File: src/rtl/fifo_pkg.sv
// ---------------------------------------------------------------------------
// fifo_pkg
// Shared types and helpers for the fifo_sync_v2 slice.
//   fifo_mode_e : read-port mode decoded from the FWFT parameter
//   ptr_next()  : pointer increment with explicit wrap at depth-1, so any
//                 depth works (no reliance on power-of-two rollover)
// ---------------------------------------------------------------------------
package fifo_pkg;

    typedef enum logic [0:0] {
        MODE_STD  = 1'b0,
        MODE_FWFT = 1'b1
    } fifo_mode_e;

    function automatic int unsigned ptr_next(input int unsigned ptr,
                                             input int unsigned depth);
        return (ptr == depth - 1) ? 0 : ptr + 1;
    endfunction

endpackage

File: src/rtl/fifo_sync_v2_if.sv
// ---------------------------------------------------------------------------
// fifo_sync_v2_if
// Handshake/status bundle of fifo_sync_v2.
//   master : the client (drives wr_en, w_data, rd_en, clr_err)
//   slave  : the FIFO   (drives r_data, rd_valid, wr_ack, status, count,
//            overflow, underflow)
// ---------------------------------------------------------------------------
interface fifo_sync_v2_if #(
    parameter int DATA_WIDTH = 8,
    parameter int FIFO_DEPTH = 16
);
    localparam int CNT_W = $clog2(FIFO_DEPTH + 1);

    logic                  wr_en;
    logic [DATA_WIDTH-1:0] w_data;
    logic                  rd_en;
    logic                  clr_err;
    logic [DATA_WIDTH-1:0] r_data;
    logic                  rd_valid;
    logic                  wr_ack;
    logic                  empty;
    logic                  full;
    logic                  almost_empty;
    logic                  almost_full;
    logic [CNT_W-1:0]      count;
    logic                  overflow;
    logic                  underflow;

    modport master (
        output wr_en, w_data, rd_en, clr_err,
        input  r_data, rd_valid, wr_ack, empty, full, almost_empty,
               almost_full, count, overflow, underflow
    );

    modport slave (
        input  wr_en, w_data, rd_en, clr_err,
        output r_data, rd_valid, wr_ack, empty, full, almost_empty,
               almost_full, count, overflow, underflow
    );

endinterface

File: src/rtl/fifo_ram.sv
// ---------------------------------------------------------------------------
// fifo_ram
// DATA_WIDTH x FIFO_DEPTH storage, one synchronous write port and one read
// port that is either registered (ASYNC_RD=0, loads on re) or asynchronous
// (ASYNC_RD=1, rdata follows raddr). Array contents are never reset; only
// the registered read-data flop is.
//   clk, reset_n        : clock / async active-low reset (read flop only)
//   we, waddr, wdata    : write port
//   re, raddr, rdata    : read port
// ---------------------------------------------------------------------------
module fifo_ram #(
    parameter int DATA_WIDTH = 8,
    parameter int FIFO_DEPTH = 16,
    parameter bit ASYNC_RD   = 1'b0,
    localparam int ADDR_W    = $clog2(FIFO_DEPTH)
) (
    input  logic                  clk,
    input  logic                  reset_n,
    input  logic                  we,
    input  logic [ADDR_W-1:0]     waddr,
    input  logic [DATA_WIDTH-1:0] wdata,
    input  logic                  re,
    input  logic [ADDR_W-1:0]     raddr,
    output logic [DATA_WIDTH-1:0] rdata
);

    logic [DATA_WIDTH-1:0] mem [FIFO_DEPTH];
    logic [DATA_WIDTH-1:0] rdata_q;

    always_ff @(posedge clk) begin
        if (we) begin
            mem[waddr] <= wdata;
        end
    end

    always_ff @(posedge clk or negedge reset_n) begin
        if (!reset_n) begin
            rdata_q <= '0;
        end else if (re) begin
            rdata_q <= mem[raddr];
        end
    end

    assign rdata = ASYNC_RD ? mem[raddr] : rdata_q;

endmodule

File: src/rtl/fifo_sync_v2.sv
// ---------------------------------------------------------------------------
// fifo_sync_v2
// Synchronous FIFO with arbitrary depth, optional first-word-fall-through,
// almost-full/almost-empty thresholds, occupancy count and sticky
// overflow/underflow flags.
//   clk      : system clock, rising edge
//   reset_n  : asynchronous active-low reset
//   bus      : fifo_sync_v2_if.slave (wr_en/w_data/rd_en/clr_err in;
//              r_data/rd_valid/wr_ack/empty/full/almost_*/count/
//              overflow/underflow out)
// wr_ack is the only combinational output; everything else derives from
// registered state.
// ---------------------------------------------------------------------------
module fifo_sync_v2
    import fifo_pkg::*;
#(
    parameter int DATA_WIDTH = 8,
    parameter int FIFO_DEPTH = 16,
    parameter int FWFT       = 0,
    parameter int AF_THRESH  = FIFO_DEPTH - 2,
    parameter int AE_THRESH  = 2
) (
    input  logic          clk,
    input  logic          reset_n,
    fifo_sync_v2_if.slave bus
);

    localparam int         PTR_W = $clog2(FIFO_DEPTH);
    localparam int         CNT_W = $clog2(FIFO_DEPTH + 1);
    localparam fifo_mode_e MODE  = (FWFT != 0) ? MODE_FWFT : MODE_STD;

    logic [PTR_W-1:0] w_ptr_q;
    logic [PTR_W-1:0] r_ptr_q;
    logic [CNT_W-1:0] count_q;
    logic             rd_valid_q;
    logic             overflow_q;
    logic             underflow_q;
    logic             empty;
    logic             full;
    logic             wr_acc;
    logic             rd_acc;

    // Acceptance looks only at the current state: a pop in the same cycle
    // never makes room for a write on full, nor a push data for a read on empty.
    assign empty  = (count_q == '0);
    assign full   = (count_q == CNT_W'(FIFO_DEPTH));
    assign wr_acc = bus.wr_en & ~full;
    assign rd_acc = bus.rd_en & ~empty;

    always_ff @(posedge clk or negedge reset_n) begin
        if (!reset_n) begin
            w_ptr_q     <= '0;
            r_ptr_q     <= '0;
            count_q     <= '0;
            rd_valid_q  <= 1'b0;
            overflow_q  <= 1'b0;
            underflow_q <= 1'b0;
        end else begin
            if (wr_acc) begin
                w_ptr_q <= PTR_W'(ptr_next(32'(w_ptr_q), FIFO_DEPTH));
            end
            if (rd_acc) begin
                r_ptr_q <= PTR_W'(ptr_next(32'(r_ptr_q), FIFO_DEPTH));
            end
            case ({wr_acc, rd_acc})
                2'b10:   count_q <= count_q + CNT_W'(1);
                2'b01:   count_q <= count_q - CNT_W'(1);
                default: count_q <= count_q;
            endcase
            rd_valid_q  <= rd_acc;
            // Set has priority over clear.
            overflow_q  <= (bus.wr_en & full)  | (overflow_q  & ~bus.clr_err);
            underflow_q <= (bus.rd_en & empty) | (underflow_q & ~bus.clr_err);
        end
    end

    fifo_ram #(
        .DATA_WIDTH (DATA_WIDTH),
        .FIFO_DEPTH (FIFO_DEPTH),
        .ASYNC_RD   (MODE == MODE_FWFT)
    ) u_ram (
        .clk     (clk),
        .reset_n (reset_n),
        .we      (wr_acc),
        .waddr   (w_ptr_q),
        .wdata   (bus.w_data),
        .re      (rd_acc),
        .raddr   (r_ptr_q),
        .rdata   (bus.r_data)
    );

    assign bus.wr_ack       = wr_acc;
    assign bus.rd_valid     = (MODE == MODE_FWFT) ? ~empty : rd_valid_q;
    assign bus.empty        = empty;
    assign bus.full         = full;
    assign bus.almost_empty = (count_q <= CNT_W'(AE_THRESH));
    assign bus.almost_full  = (count_q >= CNT_W'(AF_THRESH));
    assign bus.count        = count_q;
    assign bus.overflow     = overflow_q;
    assign bus.underflow    = underflow_q;

endmodule
File: src/flat_wrapper.sv
// flat-port wrapper written by rule: the top's interface ports become plain ports
module fifo_sync_v2_flat import fifo_pkg::*;
#(
    parameter int DATA_WIDTH = 8,
    parameter int FIFO_DEPTH = 16,
    parameter int FWFT       = 0,
    parameter int AF_THRESH  = FIFO_DEPTH - 2,
    parameter int AE_THRESH  = 2
)
  (clk, reset_n, bus_wr_en, bus_w_data, bus_rd_en, bus_clr_err, bus_r_data, bus_rd_valid, bus_wr_ack, bus_empty, bus_full, bus_almost_empty, bus_almost_full, bus_count, bus_overflow, bus_underflow);
  fifo_sync_v2_if #(.DATA_WIDTH(DATA_WIDTH), .FIFO_DEPTH(FIFO_DEPTH)) bus_i ();
  input  logic clk;
  input  logic reset_n;
  input wire logic [$bits(bus_i.wr_en)-1:0] bus_wr_en;
  input wire logic [$bits(bus_i.w_data)-1:0] bus_w_data;
  input wire logic [$bits(bus_i.rd_en)-1:0] bus_rd_en;
  input wire logic [$bits(bus_i.clr_err)-1:0] bus_clr_err;
  output wire logic [$bits(bus_i.r_data)-1:0] bus_r_data;
  output wire logic [$bits(bus_i.rd_valid)-1:0] bus_rd_valid;
  output wire logic [$bits(bus_i.wr_ack)-1:0] bus_wr_ack;
  output wire logic [$bits(bus_i.empty)-1:0] bus_empty;
  output wire logic [$bits(bus_i.full)-1:0] bus_full;
  output wire logic [$bits(bus_i.almost_empty)-1:0] bus_almost_empty;
  output wire logic [$bits(bus_i.almost_full)-1:0] bus_almost_full;
  output wire logic [$bits(bus_i.count)-1:0] bus_count;
  output wire logic [$bits(bus_i.overflow)-1:0] bus_overflow;
  output wire logic [$bits(bus_i.underflow)-1:0] bus_underflow;
  assign bus_i.wr_en = bus_wr_en;
  assign bus_i.w_data = bus_w_data;
  assign bus_i.rd_en = bus_rd_en;
  assign bus_i.clr_err = bus_clr_err;
  assign bus_r_data = bus_i.r_data;
  assign bus_rd_valid = bus_i.rd_valid;
  assign bus_wr_ack = bus_i.wr_ack;
  assign bus_empty = bus_i.empty;
  assign bus_full = bus_i.full;
  assign bus_almost_empty = bus_i.almost_empty;
  assign bus_almost_full = bus_i.almost_full;
  assign bus_count = bus_i.count;
  assign bus_overflow = bus_i.overflow;
  assign bus_underflow = bus_i.underflow;
  fifo_sync_v2 #(.DATA_WIDTH(DATA_WIDTH), .FIFO_DEPTH(FIFO_DEPTH), .FWFT(FWFT), .AF_THRESH(AF_THRESH), .AE_THRESH(AE_THRESH)) u_core (.clk(clk), .reset_n(reset_n), .bus(bus_i));
endmodule
File: config.mk
export PLATFORM = sky130hd
export DESIGN_NAME = fifo_sync_v2_flat
export DESIGN_NICKNAME = d
export VERILOG_FILES = /design/src/rtl/fifo_pkg.sv /design/src/rtl/fifo_sync_v2_if.sv /design/src/rtl/fifo_ram.sv /design/src/rtl/fifo_sync_v2.sv /design/src/flat_wrapper.sv
export SDC_FILE = /design/constraint.sdc
export NUM_CORES = 1
export LEC_CHECK = 0
export CORE_ASPECT_RATIO = 1.5
export CORE_MARGIN = 1.5
export CORE_UTILIZATION = 40
export CTS_CLUSTER_SIZE = 24
export DETAILED_ROUTE_END_ITERATION = 10
export RECOVER_POWER = 100
export SYNTH_ARGS = -nofsm -noshare
export SYNTH_HDL_FRONTEND = slang
export SYNTH_SLANG_ARGS = --single-unit
export TNS_END_PERCENT = 5
File: constraint.sdc
create_clock -name clk -period 4.5 [get_ports clk]
set_input_delay 0.9 -clock clk [delete_from_list [all_inputs] [get_ports clk]]
set_output_delay 0.9 -clock clk [all_outputs]
set_load 0.02 [all_outputs]
Word level (Yosys, flattened, before mapping) --
Memory sizes are Yosys's and may differ from the RTL's. A register that Yosys moved wholly into a read port is not among the register bits. Cells that the tools add are included.
Storage, ports and cells: word-level logic and storage cells 37, register bits 16, memories kept 1, bits of input ports 13, output and inout bits 21, RAM bits 128
Cells by class: magnitude comparators 2, eq/ne operators 5, bitwise gates (word level) 11, reduce and logical (&&, ||, !) cells 3, mux-type cells 5, add/sub/neg operators 4
Memories:
- u_core.u_ram.mem | depth 16, bits a word 8, read ports 1, clocked after Yosys merged registers in 1, write ports 1, line fifo_ram.sv:27 | logic [DATA_WIDTH-1:0] mem [FIFO_DEPTH];
Operators with widths (number):
- 5-bit case mux with 2 select lines | 1
- 4-bit by 1-bit adder with 4-bit output (second input constant) | 2
- 4-bit == test (second input constant) | 2
- 4-bit 2-to-1 mux | 2
- 1-bit bitwise AND | 6
- 5-bit by 1-bit adder with 5-bit output (second input constant) | 1
- 5-bit == test (second input constant) | 1
- 5-bit by 4-bit >= comparator with 1-bit output (second input constant) | 1
- 5-bit by 2-bit less-or-equal comparator with 1-bit output (second input constant) | 1
- 5-bit logical NOT | 1
- 5-bit by 1-bit subtractor with 5-bit output (second input constant) | 1
- 1-bit inverter | 3
- 2-bit by 1-bit == test with 1-bit output (second input constant) | 1
- 2-bit == test (second input constant) | 1
- 1-bit 2-to-1 mux | 2
- 1-bit OR | 2
- 2-bit nonzero test | 1
- 1-bit logical NOT | 1

Depth between registers and ports, before layout --
depth in word-level cells 5, mapped depth 12, depth with buffers taken out 10

Cells and area by module --
A second synthesis with hierarchy kept.
Unflattened totals: cells, all modules 320, area total of the unflattened synthesis 6212.2 sq um
By module, submodules not included:
- fifo_ram | instances 1, area each 5331.4 sq um, seq. area each 4043.9 sq um, cells an instance 240
- fifo_sync_v2 | instances 1, area each 880.8 sq um, seq. area each 400.4 sq um, cells an instance 80

Least setup slack after synthesis --
OpenSTA, ideal clock, no wires.
path kind input -> register, start input bus_rd_en, end register u_core.count_q[4], in the netlist u_core.bus.count[4], arrival 2642 ps, path buffers 2, path slack 1735 ps, data required time 4377 ps, library setup time 123 ps, stages on the path 10, cell sequence a21boi_1 -> buf_2 -> ha_1 -> clkbuf_1 -> xor2_1 -> ha_1 -> a211o_1 -> nand3_1 -> a21oi_1 -> xnor2_1
Between the ends: word-level cells in the longest chain between the ends 3, elaborated cells on any way between the ends 5, those cells by class eq/ne (2); mux (1); bitwise (1); reduce/logical (1)
RTL lines:
- start: declaration | line flat_wrapper.sv:16 | input wire logic [$bits(bus_i.rd_en)-1:0] bus_rd_en;
- 1-bit bitwise AND (*) | line fifo_sync_v2.sv:48 | assign rd_acc = bus.rd_en & ~empty;
- net u_core.rd_acc | line fifo_sync_v2.sv:41 | logic rd_acc;
- 2-bit by 1-bit == test with 1-bit output or 2-bit == test (tied branches) | line fifo_sync_v2.sv:65 | case ({wr_acc, rd_acc})
- 5-bit case mux with 2 select lines or 2-bit nonzero test (tied branches)
- end signal: assignment | line fifo_sync_v2.sv:66 | 2'b10: count_q <= count_q + CNT_W'(1);
- end signal: assignment | line fifo_sync_v2.sv:67 | 2'b01: count_q <= count_q - CNT_W'(1);
- end signal: assignment | line fifo_sync_v2.sv:68 | default: count_q <= count_q;
- end: declaration | line fifo_sync_v2.sv:34 | logic [CNT_W-1:0] count_q;
Mark *: on every way through the listed nets, which the timed path passes. The rest lies on a longest branch. A chain may end at the register's enable or synchronous reset.

Final worst setup path --
start input bus_rd_en, end register u_core.count_q[4], in the netlist u_core.bus.count[4]
Between the ends: word-level cells in the longest chain between the ends 3, elaborated cells on any way between the ends 5, those cells by class eq/ne (2); mux (1); bitwise (1); reduce/logical (1)
RTL lines (line):
- 1-bit bitwise AND (*) | fifo_sync_v2.sv:48
- 2-bit by 1-bit == test with 1-bit output or 2-bit == test (tied branches) | fifo_sync_v2.sv:65
- 5-bit case mux with 2 select lines or 2-bit nonzero test (tied branches)
Every way passes the cells marked *; elsewhere a longest branch is shown, timed or not.

==> results.py <==
metrics = {
    "detailed_routing": {
        "vias": 3153,
        "viasPerCell": 5.37,
        "drt_iter0_markers": 207,
        "firstDrtPassIters": 4,
        "drt_wl_total_microns": 11900,
        "antenna_left": 0,
        "wire_per_inst_microns": 20.3,
        "drc": 0,
    },
    "critical_path": {
        "start_kind": "input port",
        "cp_slowest_stage_delay_ps": 820,
        "cp_common_cell": "ha_1",
        "worst-path-max-fanout": 23,
        "cp-end-kind": "flip-flop",
        "crit_path_top_delay_cell": "clkbuf_1",
        "crit_arrival_ps": 3890,
        "crit_path_cell_trace": "dlygate4sd3_1, a21boi_0, clkbuf_1, ha_1, xor2_1, ha_1, nor4_1, o21ai_0, a21oi_1, xnor2_1",
        "crit_required_ps": 4840,
        "cp-startpoint": "bus_rd_en",
        "r2r-start": "u_core.bus.count[1]$_DFFE_PN0P_",
        "critical_path_class": "in -> reg",
    },
    "clock_network": {
        "cts_made_buffers": 17,
        "clock_sinks": 152,
        "ctsLongestPathBuffers": 2,
        "post_cts_resized": 0,
        "cts_root_buffer": "clkbuf_16",
        "path_clk_slew_ps": 60,
        "postCtsHoldBufs": 0,
        "htree_num_levels": 4,
        "postCtsSetupBuffers": 0,
        "cts_tree": "built",
        "clk_latency_ps": 420,
    },
    "global_route": {
        "grt_pass1_wl_microns": 18300,
        "grtUsageTotal_pct": 15.8,
        "grt_pass1_vias": 3280,
        "grt_antenna_before_repair": 1,
        "grt_start_max_net_pins": 25,
        "overflow": 0,
    },
    "synthesis": {
        "ys_types": 43,
        "netlist_area_sq_mm": 0.00615,
        "yosysTopAreaCell": "edfxtp_1",
        "synth-edff-count": 128,
        "synth.area.top_cells": "edfxtp_1 (63%), dfrtp_1 (9.8%), mux4_2 (7.3%)",
        "synth-seq-cells": 152,
        "ys_seq_area_share_pct": 72.3,
        "yosysTopAreaCellShare_pct": 62.5,
        "syn_area_per_cell_sq_um": 18.5,
        "async_flop_share_pct": 15.8,
        "syn_inst": 333,
        "synth_nets": 354,
        "synth_ff_type": "edfxtp_1",
        "ys_top_cells_by_count": "edfxtp_1 (128), dfrtp_1 (24), mux4_2 (20)",
        "yosysMostFrequentCell": "edfxtp_1",
        "ys_warn_count": 0,
    },
    "worst_hold_path": {
        "worstHoldStart": "u_core.bus.overflow$_DFF_PN0_",
        "min_path_type": "reg -> reg",
    },
    "finish": {
        "fillers": 1247,
        "area_growth_pct": 17.0,
        "drive_gt1_share_pct": 16.3,
        "num-nets-final": 396,
        "layoutNonFillerInstCount": 587,
    },
    "pwr": {
        "power-per-cell-area_mw_per_mm2": 625,
        "ir_drop_uv": 302,
        "leakagePower_nw": 2.45,
    },
    "floorplanning": {
        "start_util_pct": 40.8,
        "die_area_sq_mm": 0.0161,
        "rows": 55,
        "die_y_microns": 155,
        "core_area_sq_mm": 0.0151,
        "top_level_ports": 34,
        "die_x_microns": 104,
    },
    "run_status": {
        "status": "complete, no violations",
    },
    "timing": {
        "tightestPinTransition_ps": 1410,
        "setup_tns_ps": 0,
        "slew_viol_final": 0,
        "relSlewSlack_pct": 5.78,
        "fin_skew_ps": 8.37,
        "min_period_ps": 3560,
        "fmax_mhz": 281,
        "rsz0062_at_grt": "no",
        "period_share_pct": 79.0,
        "setup_viol": 0,
        "finalHoldViolations": 0,
    },
    "run": {
        "drv_cap": 0,
    },
    "placement": {
        "gp_congestion": 0.798,
        "dp.cells": 555,
        "dp_hpwl_microns": 7670,
        "port-buffer-count": 33,
    },
}
[critical path: cells and delay by family]
family | cells | cell delay [ps]
adder cells (fa/ha/maj) | 2 | 700
XOR/XNOR | 2 | 240
AO/OA/AOI/OAI | 3 | 470
buffers and inverters | 2 | 1370
AND/OR/NAND/NOR | 1 | 190
[layer usage]
metal  track usage, %  routed length [microns]  up-vias
met1             17.5                     4660     1625
met3             3.62                      473       21
met5                0                        0        -
met4             7.80                      268        0
li1                 -                        -     1420
met2             28.3                     6490       87
[worst paths after layout]
| check | slack (ps) | to | cells after the start |
|---|---|---|---|
| setup reg to reg | 1300 | u_core.bus.count[4]$_DFFE_PN0P_ | 10 |
| setup / recovery | 940 | u_core.bus.count[4]$_DFFE_PN0P_ | 10 |
| hold / removal | 520 | u_core.bus.overflow$_DFF_PN0_ | 1 |
| max in group asynchronous | 2320 | u_core.u_ram.rdata[6]$_DFFE_PN0P_ | 2 |
| hold reg to reg | 520 | u_core.bus.overflow$_DFF_PN0_ | 1 |
| min in group asynchronous | 1350 | u_core.bus.overflow$_DFF_PN0_ | 2 |
[flip-flops by register name, indices dropped and copies added, names as in the netlist]
register and flops:
u_core.u_ram.mem 128, u_core.bus.count 5, u_core.bus.overflow 1, u_core.bus.rd_valid 1, u_core.bus.underflow 1, u_core.u_ram.rdata 8
u_core.r_ptr_q 4, u_core.w_ptr_q 4
[layout by cell type, fill, tap and decap left out, drive strengths merged, types with 2 or more instances in the layout]
master	count
clkinv	5
a22o	2
mux2	10
ha	8
o21ai	7
nand2b	3
dlygate4sd3	32
buf	2
a21oi	12
a211o	2
inv	13
xor2	3
dfrtp	24
nand2	15
edfxtp	128
clkbuf	23
nor3	5
nand3	6
a31oi	3
mux4	30
nor2	14
nor4	2
xnor2	5
clkinvlp	3
o22ai	14
mux2i	4
[cell type report]
class / instances / area, sq um / area share (%)
timing repair buffer: 41 / 368 / 5.11
antenna: 1 / 2.50 / 0.0348
clock inverter: 14 / 119 / 1.65
clock buffer: 17 / 425 / 5.92
inverter: 7 / 26.3 / 0.365
tap: 199 / 249 / 3.46
sequential: 152 / 4440 / 61.8
multi-input combinational: 156 / 1560 / 21.7
[power by group]
group	total, mW	switching [mW]	internal [mW]
combinational	1.22	0.608	0.609
clock	1.29	0.578	0.717
sequential	1.99	0.252	1.73
total	4.50	1.44	3.06
[cell families (layout without fill, tap and decap cells)]
family,after synthesis,in the layout,share of synthesized area [%]
compound gates,47,47,4.88
xor+xnor,8,8,1.14
fa+ha+maj,8,8,1.63
buf+inv,25,79,2.20
flops,152,152,72.3
mux,44,44,14.1
other cells,0,1,0
simple gates,49,49,3.79
[through the flow]
stage	hold WS [ps]	instance area [sq um]	setup WS (ps)	utilization, %	power, mW
CTS	519	7230	1240	48.0	4.60
global route	551	7190	791	47.7	4.71
detailed placement	502	6680	1260	44.4	3.31
floorplan	568	6150	1740	-	2.87
finish	516	7190	945	47.7	4.50
global placement	504	6680	1280	44.4	3.28
No activity file was read; power rests on OpenSTA's default activity.
